===== src/rtl/bit_serializer.sv =====
// Parallel-to-serial feeder: valid/ready word load, MSB-first shift on x, zero-gap back-to-back words.
// Optional PARITY_BIT_EN appends an even-parity bit after each word.
module bit_serializer #(
  parameter int WIDTH = 8
) (
  input  logic             CLK,
  input  logic             RESET,
  input  logic             en,
  input  logic [WIDTH-1:0] data_in,
  input  logic             load_valid,
  output logic             load_ready,
  output logic             x,
  output logic             x_valid,
  output logic             busy,
  output logic             word_done
);

  localparam int CW = (WIDTH > 2) ? $clog2(WIDTH) : 1;

`ifdef PARITY_BIT_EN
  typedef enum logic [1:0] {IDLE, SHIFT, PARITY} state_t;
`else
  typedef enum logic [1:0] {IDLE, SHIFT} state_t;
`endif

  state_t           state;
  logic [WIDTH-1:0] sreg;
  logic [CW-1:0]    cnt;
  logic             last_data;
  logic             final_cyc;
  logic             accept;
`ifdef PARITY_BIT_EN
  logic             par;
`endif

  assign last_data = (state == SHIFT) && (cnt == CW'(WIDTH-1));
`ifdef PARITY_BIT_EN
  assign final_cyc = (state == PARITY);
`else
  assign final_cyc = last_data;
`endif

  // Ready is suppressed during reset so nothing looks acceptable to the source.
  assign load_ready = en & ~RESET & ((state == IDLE) | final_cyc);
  assign accept     = load_valid & load_ready;
  assign busy       = (state != IDLE);

  always_ff @(posedge CLK) begin
    if (RESET) begin
      state     <= IDLE;
      sreg      <= '0;
      cnt       <= '0;
      x         <= 1'b0;
      x_valid   <= 1'b0;
      word_done <= 1'b0;
`ifdef PARITY_BIT_EN
      par       <= 1'b0;
`endif
    end else if (en) begin
      if (accept) begin
        state     <= SHIFT;
        sreg      <= data_in;
        cnt       <= '0;
        x         <= data_in[WIDTH-1];
        x_valid   <= 1'b1;
        word_done <= 1'b0;
`ifdef PARITY_BIT_EN
        par       <= ^data_in;
`endif
      end else begin
        case (state)
          SHIFT: begin
            if (last_data) begin
`ifdef PARITY_BIT_EN
              state     <= PARITY;
              x         <= par;
              word_done <= 1'b1;
`else
              state     <= IDLE;
              x         <= 1'b0;
              x_valid   <= 1'b0;
              word_done <= 1'b0;
`endif
            end else begin
              sreg <= {sreg[WIDTH-2:0], 1'b0};
              x    <= sreg[WIDTH-2];
              cnt  <= cnt + CW'(1);
`ifdef PARITY_BIT_EN
              word_done <= 1'b0;
`else
              // Pulse lands with the final bit, so it is set one shift early.
              word_done <= (cnt == CW'(WIDTH-2));
`endif
            end
          end
`ifdef PARITY_BIT_EN
          PARITY: begin
            state     <= IDLE;
            x         <= 1'b0;
            x_valid   <= 1'b0;
            word_done <= 1'b0;
          end
`endif
          default: begin
            state     <= IDLE;
            x         <= 1'b0;
            x_valid   <= 1'b0;
            word_done <= 1'b0;
          end
        endcase
      end
    end
  end

endmodule

===== config.mk =====
export PLATFORM = sky130hd
export DESIGN_NAME = bit_serializer
export DESIGN_NICKNAME = d
export VERILOG_FILES = /design/src/rtl/bit_serializer.sv
export SDC_FILE = /design/constraint.sdc
export NUM_CORES = 1
export LEC_CHECK = 0
export ABC_AREA = 1
export CELL_PAD_IN_SITES_DETAIL_PLACEMENT = 0
export CELL_PAD_IN_SITES_GLOBAL_PLACEMENT = 1
export CORE_MARGIN = 2
export CORE_UTILIZATION = 36
export CTS_BUF_LIST = sky130_fd_sc_hd__clkbuf_8
export CTS_CLUSTER_SIZE = 30
export DETAILED_ROUTE_END_ITERATION = 10
export PLACE_DENSITY_LB_ADDON = 0.1
export SLEW_MARGIN = 20
export SYNTH_ARGS = -nofsm -noshare
export SYNTH_HDL_FRONTEND = slang
export SYNTH_SLANG_ARGS = --single-unit
export TNS_END_PERCENT = 5

===== constraint.sdc =====
create_clock -name CLK -period 2 [get_ports CLK]
set_clock_uncertainty 0.05 [all_clocks]
set_input_delay 0.4 -clock CLK [delete_from_list [all_inputs] [get_ports CLK]]
set_output_delay 0.4 -clock CLK [all_outputs]
set_load 0.05 [all_outputs]

==> results by group, run 1 <==
Run status
  • Outcome: complete, no violations

Finish
  • Fillers: 213
  • Layout Nets: 151
  • Ratio of cells with drive above 1 in the final layout: 0.185
  • Multi-input gate area: 417 sq um
  • Register area: 260 sq um
  • Layout area overhead: 32.2%
  • N_diodes: 0

Drt
  • DRT antenna net count: 0
  • DRC errors left: 0
  • Initial DRC count: 20
  • Drt via density: 4.57
  • WL final: 1.73 mm
  • WL per Instance: 10.7 microns
  • 1st-pass router iterations: 5
  • Via count: 741

Worst setup path
  • Crit path launch: en
  • Reg2Reg Setup Slack: 0.44 ns
  • Worst-path cell chain: clkdlybuf4s50_1, nand2_4, nor2_1, buf_12
  • Worst flop-to-flop path startpoint: cnt[1]
  • Kind of critical path: input port to primary output
  • Critical path peak fanout: 5
  • Worst flop-to-flop path endpoint: sreg[3]
  • Worst reg-to-reg path cell count: 9
  • Data arrival, critical path: 1.50 ns
  • Worst Setup EP: load_ready
  • Crit path largest cell delay: 0.61 ns
  • CP max stage cell: clkdlybuf4s50_1
  • Worst EP required: 1.55 ns
  • CP Launch Type: input port
  • Crit. End Element: primary output

Synthesis
  • Synth Net Count: 127
  • Compound-Gate Fraction of Synth Area: 0.0672
  • Most frequent cells after synthesis: 31 x nand2_1, 18 x nor2_1, 13 x dfxtp_1, 11 x inv_1, 7 x nand3_1
  • Post-synthesis simple-gate area fraction: 0.418
  • Count of cell types in the netlist: 18
  • Flops & latches, synth: 13
  • Post-synth top flop: dfxtp_1
  • Post-Syn Instances: 112
  • Syn Area/Cell: 6.98 sq um
  • Cell Area, Synth: 782 sq um
  • Area contributors post-synth: dfxtp_1 33%, nand2_1 15%, nor2_1 8.6%
  • Adder-cell share of the synthesized area: 0.0480
  • Area leader, netlist: dfxtp_1
  • Most numerous cell in the Yosys netlist: nand2_1
  • Post-synth EDFFs: 0
  • Async SR Flop Fraction: 0
  • Post-synthesis mux area share: 0
  • Post-Synth XOR/XNOR Area: 0
  • Largest family of logic cells by synthesized area: simple AND/OR/NAND/NOR gates
  • Synth Warn #: 0
  • Register area share after synthesis: 0.333
  • Share of the synthesized area in the top cell type: 0.333

Clock network
  • H-tree Lvls: 1
  • CTS tree: done
  • Clock sinks: 13
  • CTS buffer count: 3
  • Post-CTS Resized: 0
  • CTS root buf: clkbuf_8
  • Post-CTS setup buffer count: 0
  • Hold_buf cts: 0
  • Worst-skew pair later-pin latency: 0.24 ns
  • CTS Buffer Depth: 2
  • Worst-path clk slew: 0.06 ns

STA
  • Max Fclk: 514 MHz
  • Rel. slew slack: 0.673
  • Final Hold Viols: 0
  • Setup ws final: 0.0544 ns
  • Final Critical Period: 1.95 ns
  • # setup viols final: 0
  • Final slew viol count: 0
  • Worst hold slack: 0.419 ns
  • Final setup TNS: 0 ns
  • Fin crit share: 0.973
  • Worst-Margin Slew: 0.489 ns
  • RSZ-0062 raised after global routing: no

Global routing
  • First-pass GRT wire length: 2.99 mm
  • Largest net degree at the start of global routing: 16
  • Total GRT Usage: 0.154
  • Vias in the first global route: 709
  • Grt total ovfl: 0
  • Initial antenna violation count: 0

Floorplanning
  • Core area: 2000 sq um
  • I/O pins: 17
  • Initial core utilization: 0.391
  • FP Rows: 16
  • Die height: 50.6 microns
  • Die area: 2560 sq um
  • Die width: 50.6 microns

Pwr
  • PD cells: 639 nW/um^2
  • Pwr Total: 0.660 mW
  • Switching pwr: 0.186 mW
  • Internal Dissipation: 0.475 mW
  • Leak: 0.514 nW
  • Clock network power share: 0.351
  • VDD IR max: 0.000374 V
  • Combinational Power Share: 0.222
  • Sw frac: 0.281
  • Sequential power share: 0.427

Placed design
  • RD Place Congestion: 0.721
  • Port bufs: 16
  • DPL Wire Length: 1.26 mm
  • Place WS: 0.0445 ns

Hold path
  • Hold crit path type: flop to flop

Job
  • Max-Cap Viols: 0
==> stage by stage <==
stage | std cells | utilization | cell area (sq um)
after CTS | 162 | 0.516 | 1030
final | 162 | 0.516 | 1030
after global routing | 162 | 0.516 | 1030
after floorplan | 112 | - | 782
after global placement | 158 | 0.494 | 988
after detailed placement | 158 | 0.494 | 988
==> flip-flops by register name, summed over array words and instances, names as in the netlist <==
signal and cells:
cnt 3, x 1, word_done 1, x_valid 1, sreg 7
==> power by group through the flow <==
stage	sequential [mW]	combinational (mW)	clock (mW)
finish	0.282	0.147	0.232
CTS	0.281	0.148	0.245
detailed placement	0.287	0.147	0
global placement	0.287	0.146	0
global route	0.284	0.163	0.257
floorplan	0.293	0.0890	0
==> cell type report <==
type	instances	share of cell area
Sequential cell	13	0.252
Clock inverter	1	0.00363
Timing Repair Buffer	24	0.218
Tap cell	27	0.0327
Multi-Input combinational cell	80	0.403
Inverter	14	0.0508
Clock buffer	3	0.0400
==> logic make-up (layout without fill, tap and decap cells) <==
logic type	after synthesis	after routing
flops	13	13
compound gates	8	8
buf+inv	19	42
fa+ha+maj	3	3
simple gates	69	69
==> critical path: cells and delay by family <==
kind	cells	cell delay [ns]
buffers and inverters	2	0.79
and+or+nand+nor	2	0.31
==> routing by layer <==
layer / vias up / track usage / wire length, microns
li1: 396 / - / -
met4: 0 / 0.0676 / 0
met3: 0 / 0.0387 / 115
met5: - / 0 / 0
met2: 27 / 0.252 / 804
met1: 318 / 0.190 / 810
==> worst min path at each step <==
| stage | depth (start not counted) | from | slack [ns] | to |
|---|---|---|---|---|
| 3_3_place_gp | 2 | sreg[0] | 0.41 | sreg[0] |
| 3_5_place_dp | 2 | sreg[0] | 0.42 | sreg[0] |
| 4_1_cts | 2 | sreg[0] | 0.43 | sreg[0] |
| 6_report | 2 | sreg[0] | 0.42 | sreg[0] |
| 2_1_floorplan | 2 | sreg[0] | 0.39 | sreg[0] |
| 5_1_grt | 2 | sreg[0] | 0.45 | sreg[0] |
==> cell usage in the layout, fill, tap and decap left out, drive strengths merged <==
| cell type | instances |
|---|---|
| nor2 | 19 |
| o21ai | 4 |
| clkbuf | 3 |
| nand3 | 8 |
| buf | 11 |
| nand4 | 6 |
| ha | 3 |
| a31oi | 1 |
| dfxtp | 13 |
| clkdlybuf4s50 | 13 |
| nand2 | 36 |
| a21oi | 3 |
| inv | 15 |
Note: power is estimated with default switching activity, not from simulation.
==> run 2: changes to the inputs <==
- CORE_MARGIN: 2 -> unset
==> run 2 against run 1 <==
Flip-flop and latch count stayed put. Setup slack improved by 0.019 ns. Sequential power hardly changed. Register-to-register slack about the same. Largest power group unchanged.
==> results by group, run 2 (synthesis results as in run 1) <==
Placed design
  • DPL Wire Length: 1.23 mm (-2.6%)
  • RD Place Congestion: 0.746 (+3.6%)
  • Port bufs: 16 (unchanged)
  • Placed inst area: 981 sq um (-0.76%)

Finish
  • Fillers: 220 (+3.3%)
  • Layout area overhead: 31.2%
  • Register area: 260 sq um (unchanged)
  • Ratio of cells with drive above 1 in the final layout: 0.179 (-0.00608)
  • Top reg by flops: sreg
  • Final Cell Area: 1030 sq um (-0.73%)
  • Layout Nets: 150 (-0.66%)
  • Multi-input gate area: 417 sq um (unchanged)
  • Biggest regs: sreg: 7 flops, cnt: 3 flops
  • Max FFs per register: 7 (unchanged)
  • Most common cell after layout, fill and taps aside: nand2_1
  • Post-route core utilization: 0.513 (-0.00375)
  • N_diodes: 0 (unchanged)
  • Commonest cells after routing, fill and taps aside: 31 x nand2_1, 18 x nor2_1, 13 x dfxtp_1, 13 x clkdlybuf4s50_1, 12 x inv_1

Worst setup path
  • Data arrival, critical path: 1.48 ns (-0.02 ns)
  • Kind of critical path: input port to primary output
  • Crit. End Element: primary output
  • Top delay family on crit path: buffers and inverters
  • CP Buf/Inv Count: 2 (unchanged)
  • Worst-path cell chain: clkdlybuf4s50_1, nand2_4, nor2_1, buf_12
  • Critical path peak fanout: 3 (-2)
  • Crit path largest cell delay: 0.56 ns (-0.05 ns)
  • CP Launch Type: input port
  • Worst EP required: 1.55 ns (about the same)
  • CP max stage cell: clkdlybuf4s50_1

Floorplanning
  • Die area: 2360 sq um (-7.7%)
  • I/O pins: 17 (unchanged)
  • Die width: 48.6 microns (-4.0%)
  • Initial core utilization: 0.391 (unchanged)
  • FP Rows: 16 (unchanged)
  • Core area: 2000 sq um (unchanged)
  • Die height: 48.6 microns (-4.0%)

Global routing
  • Grt total ovfl: 0 (unchanged)
  • Total GRT Usage: 0.156 (+0.00220)
  • Vias in the first global route: 657 (-7.3%)
  • Largest net degree at the start of global routing: 16 (unchanged)
  • First-pass GRT wire length: 2.84 mm (-4.9%)
  • Initial antenna violation count: 0 (unchanged)

Clock network
  • CTS buffer count: 3 (unchanged)
  • CTS tree: done
  • Hold_buf cts: 0 (unchanged)
  • Worst-path clk slew: 0.06 ns (about the same)
  • H-tree Lvls: 1 (unchanged)
  • Post-CTS Resized: 0 (unchanged)
  • Post-CTS setup buffer count: 0 (unchanged)
  • CTS Buffer Depth: 2 (unchanged)
  • CTS root buf: clkbuf_8
  • Clock sinks: 13 (unchanged)
  • Worst-skew pair later-pin latency: 0.24 ns (about the same)

STA
  • Final Hold Viols: 0 (unchanged)
  • Worst-Margin Slew: 0.486 ns (-0.00253 ns)
  • Final slew viol count: 0 (unchanged)
  • Rel. slew slack: 0.675 (+0.00169)
  • RSZ-0062 raised after global routing: no
  • Final setup TNS: 0 ns (unchanged)
  • Max Fclk: 519 MHz (+0.98%)
  • Final Critical Period: 1.93 ns (-0.0188 ns)
  • # setup viols final: 0 (unchanged)
  • Fin crit share: 0.963 (-0.00941)

Pwr
  • Leak: 0.509 nW (-0.87%)
  • VDD IR max: 0.000416 V (+11%)
  • PD cells: 643 nW/um^2 (+0.57%)

Drt
  • Initial DRC count: 6 (-70%)
  • WL per Instance: 10.5 microns (-1.8%)
  • Drt via density: 4.38 (-4.3%)
  • 1st-pass router iterations: 4 (-1)
  • DRT antenna net count: 0 (unchanged)
  • Via count: 705 (-4.9%)
  • DRC errors left: 0 (unchanged)
  • WL final: 1.69 mm (-2.4%)

Run status
  • Outcome: complete, no violations

Job
  • Max-Cap Viols: 0 (unchanged)

Hold path
  • Hold crit path type: flop to flop
## run 2: cell types whose count changed in the layout (fill, tap and decap cells not counted)
cell | previous run | this run
buf_4 | 10 | 9
## run 2: final timing paths
check	start	end	slack (ns)	depth (start not counted)
max reg2reg	cnt[1]	sreg[2]	0.43	8
min reg2reg	sreg[0]	sreg[0]	0.43	2
min	sreg[0]	sreg[0]	0.43	2
max	en	load_ready	0.07	4
## run 2: power breakdown
group	total (mW)	internal [mW]	switching (mW)
Clock	0.233	0.136	0.0971
Combinational	0.145	0.0647	0.0801
Sequential	0.282	0.273	0.00851
Total	0.659	0.474	0.186
## run 2: cell type report
type                    count  area share
clock buffers               3      0.0402
clock inverters             1     0.00366
inverters                  14      0.0512
multi-input cells          80       0.406
flip-flops and latches     13       0.254
well taps                  27      0.0329
repair buffers             23       0.212
## run 2: worst min-delay path: stages, from the launching register on
cell     delay (ns)
dfxtp_1        0.31
nand3_1        0.07
nand2_1        0.05
## run 2: metal layers
layer	global-route usage	share of wire	vias to the layer above
li1	-	-	394
met1	0.204	0.49	297
met2	0.252	0.46	12
met3	0.0314	0.041	2
met4	0.0588	0.0059	0
met5	0	0	-
## run 2: through the flow
step / instances / worst slack [ns] / hold WS, ns / power, mW
final: 161 / 0.0732 / 0.432 / 0.659
after global routing: 161 / 0.0278 / 0.461 / 0.701
after CTS: 161 / 0.0618 / 0.434 / 0.670
after detailed placement: 157 / 0.0630 / 0.426 / 0.433
after global placement: 157 / 0.111 / 0.410 / 0.431
after floorplan: 112 / 0.165 / 0.393 / 0.382
